<file path="config.mk">
export PLATFORM = sky130hd
export DESIGN_NAME = parallel_cnt7
export DESIGN_NICKNAME = d
export VERILOG_FILES = /design/src/rtl/parallel_cnt7_pkg.sv /design/src/rtl/parallel_cnt7_full_adder.sv /design/src/rtl/parallel_cnt7.sv
export SDC_FILE = /design/constraint.sdc
export NUM_CORES = 1
export LEC_CHECK = 0
export ABC_AREA = 1
export CAP_MARGIN = 5
export CORE_AREA = 2 2 53 55
export DETAILED_ROUTE_END_ITERATION = 16
export DIE_AREA = 0 0 55 57
export PLACE_DENSITY_LB_ADDON = 0.05
export SLEW_MARGIN = 25
export SYNTH_ARGS = -nofsm -noshare
export SYNTH_HDL_FRONTEND = slang
export SYNTH_HIERARCHICAL = 1
export SYNTH_SLANG_ARGS = --single-unit
</file>
<file path="constraint.sdc">
create_clock -name clk -period 4.9 [get_ports clk]
set_input_delay 1.225 -clock clk [delete_from_list [all_inputs] [get_ports clk]]
set_output_delay 1.225 -clock clk [all_outputs]
set_load 0.01 [all_outputs]
</file>
<file path="src/rtl/parallel_cnt7_pkg.sv">
// parallel_cnt7_pkg: shared widths and the count type for the 7:3 population counter.
package parallel_cnt7_pkg;
    localparam int CNT_W = 3;
    localparam int IN_W  = 7;
    typedef logic [CNT_W-1:0] cnt_t;
endpackage

</file>
<file path="src/rtl/parallel_cnt7_full_adder.sv">
// full_adder: single-bit combinational full adder, the building block of the 7:3 compressor.
module full_adder (
    input  logic a,
    input  logic b,
    input  logic ci,
    output logic s,
    output logic co
);
    assign s  = a ^ b ^ ci;
    assign co = (a & b) | (ci & (a ^ b));
endmodule

</file>
<file path="src/rtl/parallel_cnt7.sv">
// parallel_cnt7: 7:3 full-adder popcount with a registered copy and a wrapping running accumulator.
module parallel_cnt7
    import parallel_cnt7_pkg::*;
#(
    parameter int ACC_W = 16
) (
    input  logic             clk,
    input  logic             rst,
    input  logic [IN_W-1:0]  in,
    input  logic             in_vld,
    input  logic             acc_en,
    input  logic             acc_clr,
    output cnt_t             out,
    output cnt_t             out_q,
    output logic             out_vld,
    output logic [ACC_W-1:0] acc
);
    logic sum_a, carry_a, sum_b, carry_b, carry_c;
    full_adder fa_a (.a(in[0]), .b(in[1]), .ci(in[2]), .s(sum_a), .co(carry_a));
    full_adder fa_b (.a(in[3]), .b(in[4]), .ci(in[5]), .s(sum_b), .co(carry_b));
    full_adder fa_c (.a(sum_a), .b(sum_b), .ci(in[6]), .s(out[0]), .co(carry_c));
    // The three weight-2 carries fold into bits 1 and 2 of the count.
    full_adder fa_d (.a(carry_a), .b(carry_b), .ci(carry_c), .s(out[1]), .co(out[2]));
    always_ff @(posedge clk or posedge rst)
        if (rst) begin
            out_q   <= '0;
            out_vld <= 1'b0;
            acc     <= '0;
        end else begin
            out_q   <= out;
            out_vld <= in_vld;
            acc     <= acc_clr ? '0 : (acc_en && in_vld) ? acc + {{(ACC_W-CNT_W){1'b0}}, out} : acc;
        end
endmodule

</file>
; Word level (Yosys, flattened, before mapping)
; Index checks and enable logic that the tools add are counted.
; W data, S select, Z words.
[op_classes]
bitwise_logic = 20
muxes = 2
add_sub_neg = 1
n_reduce_logical = 2
[op_table]
columns = operator, n
row1 = $mux W16, 2
row2 = $add A16 B3 Y16, 1
row3 = $and A1 B1 Y1, 8
row4 = $xor A1 B1 Y1, 8
row5 = $or A1 B1 Y1, 4
row6 = $reduce_bool A2 Y1, 1
row7 = $logic_and A1 B1 Y1, 1
[word_totals]
regBits = 20
inputBits = 12
out_inout_bits = 23

; Depth between registers and ports, before layout
; Gate-level depths: netlist of run 1.
[depth]
word_depth = 10
ltp_mapped = 12
mapped_depth_nobuf = 12

; Hierarchy
; The synthesis of run 1 kept the hierarchy.
[by_module_without_submodules]
columns = mod, cells_per_inst, n_inst, seq_area_each_um2, area_per_inst_um2
row1 = parallel_cnt7, 156, 1, 500.5, 1156.1
row2 = full_adder, 1, 4, 0.0, 20.0

; Least setup slack after synthesis of run 1
; Ideal clock, no wire load.
[synth_path]
path_kind = input -> register
start = input port in[0]
end = register acc[6]
n_path_buf = 0
setup_ns = 0.123
path_stages = 11
arrival_ns = 3.851
slack_ns = 0.926
cell_sequence = fa_1 > fa_1 > fa_1 > inv_1 > fa_1 > inv_1 > nand3_1 > nand2_2 > nand2_1 > nor3b_1 > nor2_1
[synth_between]
word_cells_on_any_way = 18
[synth_rtl]
columns = item, line
row1 = "start, declared", parallel_cnt7.sv:9  ; input logic [IN_W-1:0] in,
row2 = $xor A1 B1 Y1 * (2 in a row), parallel_cnt7_full_adder.sv:9  ; assign s = a ^ b ^ ci;
row3 = $xor A1 B1 Y1, parallel_cnt7_full_adder.sv:10  ; assign co = (a & b) | (ci & (a ^ b));
row4 = $and A1 B1 Y1, parallel_cnt7_full_adder.sv:10
row5 = $or A1 B1 Y1 *, parallel_cnt7_full_adder.sv:10
row6 = named net carry_c, parallel_cnt7.sv:18  ; logic sum_a, carry_a, sum_b, carry_b, carry_c;
row7 = $xor A1 B1 Y1 *, parallel_cnt7_full_adder.sv:9
row8 = named net out[1], parallel_cnt7.sv:13  ; output cnt_t out,
row9 = $add A16 B3 Y16 *, parallel_cnt7.sv:32  ; acc <= acc_clr ? '0 : (acc_en && in_vld) ? acc + {{(ACC_W-CNT_W){1'b0}}, out} : acc;
row10 = $mux W16 * (2 in a row), parallel_cnt7.sv:32
row11 = "end signal, assigned", parallel_cnt7.sv:32
row12 = "end, declared", parallel_cnt7.sv:16  ; output logic [ACC_W-1:0] acc
; Mark *: on every way through the listed nets, which the timed path passes. The rest lies on a longest branch. The select of a mux whose other input is x is not followed.
; A chain may end at the register's enable or synchronous reset.

; Final worst setup path of run 1
[layout_path]
start = input port in[0]
end = output port out[2]
[layout_between]
elab_chain_len = 7
word_cells_on_any_way = 13
[layout_rtl]
columns = item, line
row1 = $xor A1 B1 Y1 * (2 in a row), parallel_cnt7_full_adder.sv:9
row2 = named net sum_a, parallel_cnt7.sv:18
row3 = $xor A1 B1 Y1, parallel_cnt7_full_adder.sv:10
row4 = $and A1 B1 Y1, parallel_cnt7_full_adder.sv:10
row5 = $or A1 B1 Y1 *, parallel_cnt7_full_adder.sv:10
row6 = named net carry_c, parallel_cnt7.sv:18
row7 = $and A1 B1 Y1 *, parallel_cnt7_full_adder.sv:10
row8 = $or A1 B1 Y1 *, parallel_cnt7_full_adder.sv:10
row9 = "end, declared", parallel_cnt7.sv:13
; Mark *: on every way through the listed nets, which the timed path passes. The rest lies on a longest branch.

==> results.txt, run 1 <==
Post-Synthesis Cell Area -> 1240 um^2
Multi-input gate area -> 642 um^2
GR Util All Layers -> 21.2%
Met1 usage -> 28.6%
M2 GR Usage -> 32.8%
CP Capture Type -> output port
CP Data Arrival Time -> 3550 ps
Cts bufs inserted -> 3
Vias in the first global route -> 1112
Worst IR Drop VDD -> 0.000172 V
Avg Inst Size Synth -> 7.73 um^2
Initial cell density of the core -> 47.3%
Xor and xnor area share after synthesis -> 0.709%
Die area -> 3140 um^2
Clock slew at reported path FFs -> 110 ps
Post-synthesis mux area share -> 0%
Fin crit period -> 4770 ps
Largest net degree at the start of global routing -> 21
Total grt overflow -> 0
Fin. Hold Viols -> 0
Std cell rows -> 19
Post-synth top area share -> 40.5%
First-pass GRT wire length -> 4890 um
Pwr dens -> 250 nW/um^2
Area grow syn2layout -> 33.8%
Chip height -> 57 um
Root Driver -> clkbuf_4
Adder-cell share of the synthesized area -> 11.1%
Dpl hpwl -> 2210 um
Layout cells sized above 1 -> 8.08%
Most common cell after layout, fill and taps aside -> nand2_1
Fin Clk Skew -> 5.79 ps
Routed length per instance -> 12.5 um
Worst Setup Start Kind -> primary input
Highest clock rate -> 209 MHz
Nets -> 219
Worst-Skew Late Latency -> 300 ps
RePlAce Congestion -> 0.783
M3 GR Usage -> 4.71%
Post-synth EDFFs -> 0
DRC -> 0
Antenna violations before repair -> 0
CTS tree -> yes
Die X -> 55 um
Register area share after synthesis -> 40.5%
CTS Sinks -> 20
Area fraction in compound gates after synthesis -> 5.57%
Max FO, Critical Path -> 3
Ys flop type -> dfrtp_1
Synth unique cells -> 22
Most frequent cells in the layout -> nand2_1 (44), clkdlybuf4s50_1 (33), nor2_1 (22), inv_1 (22), dfrtp_1 (20)
Total core area -> 2620 um^2
Largest family of logic cells by synthesized area -> simple AND/OR/NAND/NOR gates
DR pass1 iterations -> 5
Number of I/O pins -> 35
FF+latch count, synth -> 20
Synth top area cells -> dfrtp_1 (40%), nand2_1 (13%), fa_1 (8.1%)
Post-Synthesis Cells -> 160
Data required, critical path -> 3670 ps
Setup repair bufs after CTS -> 0
H-tree depth -> 1
Status -> finished, final reports clean
Post-placement cell count -> 225
Vias after detailed routing -> 1137
Mapped Nets -> 180
Gr busiest metal -> met2
CTS Buffer Depth -> 2
Port Buffers -> 34
FF/Latch Area -> 500 um^2
Vias per inst -> 4.97
P_leak -> 0.755 nW
Async SR Flop Fraction -> 100%
Diode count -> 0
Detailed Route WL -> 2870 um
Final Setup Violations -> 0
DRT antenna net count -> 0
DRT iter0 DRCs -> 21
WHS -> 518 ps
Worst slew pin tran -> 796 ps
Final period util -> 97.4%
Post-synthesis simple-gate area fraction -> 34.5%
Crit Path Class -> primary input to output port
RSZ-0062 raised after global routing -> false
Slew Limit Headroom -> 46.8%
Hold_buf cts -> 0
Layout Cells excl Fill -> 229
Max-cap violations -> 0
Worst min path class -> register to register
Fill cell count -> 243
Max-slew violation count -> 0
Yosys Warn Count -> 6
Synth area leader -> dfrtp_1
==> registers in the layout (all words and copies together), names as in the netlist <==
| signal | cells |
|---|---|
| acc | 16 |
| out_q | 3 |
| out_vld | 1 |
==> cell type report <==
cell class	instances	share of cell area (%)
multi-input cells	115	38.8
flip-flops and latches	20	30.3
repair buffers	35	21.0
inverters	24	5.45
well taps	31	2.34
clock buffers	4	2.19
==> routing by layer <==
metal  wire length [um]  up-vias
met5                  0        -
met4                 48        0
met3                181        6
met2               1380       39
met1               1260      519
li1                   -      573
==> cells in the mapped netlist, types with 2 or more instances <==
master and count:
o21ai_0 2, nand2_2 3, inv_2 2, nand2_1 44
inv_1 22, a21oi_1 9, nand3_1 12, ha_1 3
nor2_4 4, dfrtp_1 20, nor2_1 22, nand4_1 3
fa_1 5
==> final timing paths <==
kind                               startpoint             endpoint  slack [ps]  cells after the start
min reg2reg                acc[0]$_DFFE_PP0P_   acc[0]$_DFFE_PP0P_         520                      2
max in group asynchronous                 rst   out_q[2]$_DFF_PP0_        3040                      2
max reg2reg                acc[0]$_DFFE_PP0P_  acc[14]$_DFFE_PP0P_        2970                      9
min                        acc[0]$_DFFE_PP0P_   acc[0]$_DFFE_PP0P_         520                      2
min in group asynchronous                 rst  acc[12]$_DFFE_PP0P_        1360                      2
max                                     in[0]               out[2]         130                      5
==> worst max-delay path: stages <==
cell and delay (ps):
clkdlybuf4s50_1 430, fa_1 510, fa_1 460, fa_1 420, clkdlybuf4s50_1 500
==> report_power, final <==
group / switching (mW) / internal, mW
Combinational: 0.0672 / 0.0658
Clock: 0.0528 / 0.0453
Sequential: 0.00646 / 0.176
Total: 0.126 / 0.288
==> metrics by stage <==
step	power [mW]	setup WS, ps	setup TNS, ps	util [%]	instance area (um^2)
6_report	0.414	125	0	63.3	1650
3_5_place_dp	0.322	-22.8	-22.8	61.9	1620
5_1_grt	0.442	66.8	0	63.3	1650
3_3_place_gp	0.317	9.45	0	61.9	1620
4_1_cts	0.420	108	0	63.3	1650
2_1_floorplan	0.256	926	0	-	1240
==> cells by family (layout without fill, tap and decap cells) <==
kind of cell | after synthesis | after routing
AOI/OAI and AO/OA | 13 | 13
xor gates and xnor gates | 1 | 1
adders and majority gates | 8 | 8
buffers and inverters | 25 | 63
DFF | 20 | 20
and+or+nand+nor | 93 | 93
==> repair_timing <==
| action | CTS | global route |
|---|---|---|
| endpoints found under the setup margin | 1 | 0 |
| gates resized for setup | 1 | 0 |
| hold endpoints to repair | 0 | 0 |
No activity file was read; power rests on OpenSTA's default activity.
==> run 2: changes to the inputs <==
--- a/config.mk
+++ b/config.mk
@@ -7,9 +7,10 @@
 export LEC_CHECK = 0
 export ABC_AREA = 1
 export CAP_MARGIN = 5
-export CORE_AREA = 2 2 53 55
+export CORE_AREA = 2 2 52 54
+export CTS_BUF_LIST = sky130_fd_sc_hd__clkbuf_8
 export DETAILED_ROUTE_END_ITERATION = 16
-export DIE_AREA = 0 0 55 57
+export DIE_AREA = 0 0 54 56
 export PLACE_DENSITY_LB_ADDON = 0.05
 export SLEW_MARGIN = 25
 export SYNTH_ARGS = -nofsm -noshare
==> run 2 against run 1 <==
Against the previous run: worst setup slack worse by 2.6 ps; combinational power about the same; fmax about the same; clock-buffer cell count unchanged; wire length up 0.80%; utilization up 5.5 points; critical path type unchanged; critical endpoint unchanged; largest cell class unchanged.
==> results.txt, run 2 (same netlist as run 1, synthesis figures left out) <==
Status -> finished, final reports clean
Max-cap violations -> 0
GR Util All Layers -> 23.6%
Cts repair resizes -> 1
Routed length per instance -> 12.7 um
CP max-delay cell -> fa_1
CP startpoint -> in[0]
DRT iter0 DRCs -> 23
Diode count -> 0
Worst slew pin tran -> 773 ps
Fill cell count -> 210
Clk pwr share -> 28.5%
RSZ-0062 raised after global routing -> false
Cts bufs inserted -> 3
Worst Setup Start Kind -> primary input
First-pass GRT wire length -> 5350 um
CP Data Arrival Time -> 3550 ps
Std cell rows -> 18
Number of I/O pins -> 35
Met1 usage -> 29.6%
Max reg flops -> 16
Most frequent cells in the layout -> nand2_1 (44), clkdlybuf4s50_1 (33), nor2_1 (22), inv_1 (22), dfrtp_1 (20)
Root Driver -> clkbuf_8
Total core area -> 2430 um^2
Area after DPL -> 1620 um^2
DR pass1 iterations -> 4
CP peak stage delay -> 530 ps
Slew Limit Headroom -> 48.4%
Nets -> 219
Worst IR Drop VDD -> 0.000211 V
DRC -> 0
M3 GR Usage -> 5.11%
Hold path startpoint -> acc[0]$_DFFE_PP0P_
Highest clock rate -> 209 MHz
Die area -> 3020 um^2
CTS Buffer Depth -> 2
Crit Path Class -> primary input to output port
NetSw -> 0.127 mW
Total grt overflow -> 0
CP Cell Sequence -> clkdlybuf4s50_1 > fa_1 > fa_1 > fa_1 > clkdlybuf4s50_1
Fin crit period -> 4780 ps
Top Registers -> acc x16, out_q x3, out_vld x1
Most common cell after layout, fill and taps aside -> nand2_1
Final Setup Violations -> 0
Fin util -> 68.7%
Int Power -> 0.314 mW
Area grow syn2layout -> 35.2%
M2 GR Usage -> 39.9%
DRT antenna net count -> 0
Hold_buf cts -> 0
Vias per inst -> 5.09
CTS Sinks -> 20
Vias after detailed routing -> 1160
Worst reg2reg startpoint -> acc[0]$_DFFE_PP0P_
Antenna violations before repair -> 0
Gr busiest metal -> met2
Switch share -> 28.9%
Setup repair bufs after CTS -> 0
CTS tree -> yes
Logic pwr share -> 30.2%
Die X -> 54 um
Pwr dens -> 264 nW/um^2
Layout cells sized above 1 -> 8.08%
Worst min path class -> register to register
Clock slew at reported path FFs -> 70 ps
Chip height -> 56 um
Port Buffers -> 34
P_leak -> 0.763 nW
Largest net degree at the start of global routing -> 21
Fin area -> 1670 um^2
Detailed Route WL -> 2890 um
Vias in the first global route -> 1237
Data required, critical path -> 3670 ps
Max FO, Critical Path -> 3
Fin Clk Skew -> 2.50 ps
CP Capture Type -> output port
Initial cell density of the core -> 50.8%
H-tree depth -> 1
Setup TNS -> 0 ps
Biggest register -> acc
Tot Pwr -> 0.441 mW
RePlAce Congestion -> 0.752
Fin. Hold Viols -> 0
Dpl hpwl -> 2270 um
Seq pwr share -> 41.3%
Most frequent CP cell -> fa_1
Final period util -> 97.5%
Max-slew violation count -> 0
Worst-Skew Late Latency -> 260 ps
==> run 2: cell count changes in the layout (fill, tap and decap cells not counted) <==
cell      change
clkbuf_4      -3
clkbuf_8      +3
==> run 2: stage by stage <==
step / hold WS, ps / setup slack, ps / std cells
floorplan: 530 / 926 / 160
global placement: 488 / 0.140 / 224
detailed placement: 510 / -34.5 / 224
CTS: 527 / 106 / 228
global route: 569 / 68.2 / 228
finish: 525 / 123 / 228
==> run 2: worst max-delay path, delay by kind of cell <==
kind / cells / cell delay [ps]
adder cells (fa/ha/maj): 3 / 1390
buffers and inverters: 2 / 940
==> run 2: routing by layer <==
| metal | part of all wire (%) | wire length [um] |
|---|---|---|
| met2 | 49 | 1420 |
| met4 | 1.4 | 40 |
| met5 | 0 | 0 |
| met3 | 6.4 | 186 |
| met1 | 43 | 1250 |
==> run 2: worst paths after layout <==
kind | end | slack [ps] | depth (start not counted)
max | out[2] | 120 | 5
min | acc[0]$_DFFE_PP0P_ | 530 | 2
max reg2reg | acc[14]$_DFFE_PP0P_ | 3030 | 9
min reg2reg | acc[0]$_DFFE_PP0P_ | 530 | 2
max in group asynchronous | acc[10]$_DFFE_PP0P_ | 3000 | 2
min in group asynchronous | acc[11]$_DFFE_PP0P_ | 1410 | 2
==> run 2: area by class of cell <==
class                      instances  area [um^2]  share of cell area (%)
tap                               30         37.5                    2.25
multi-input combinational        115          642                    38.4
sequential                        20          500                    29.9
inverter                          24         90.1                    5.39
clock buffer                       4         55.1                    3.29
timing repair buffer              35          347                    20.7
==> run 2: power by group through the flow <==
stage / clock, mW / combinational [mW] / sequential, mW
final: 0.126 / 0.133 / 0.182
after global routing: 0.136 / 0.150 / 0.184
after CTS: 0.129 / 0.135 / 0.183
after detailed placement: 0 / 0.136 / 0.186
after global placement: 0 / 0.131 / 0.185
after floorplan: 0 / 0.0647 / 0.191
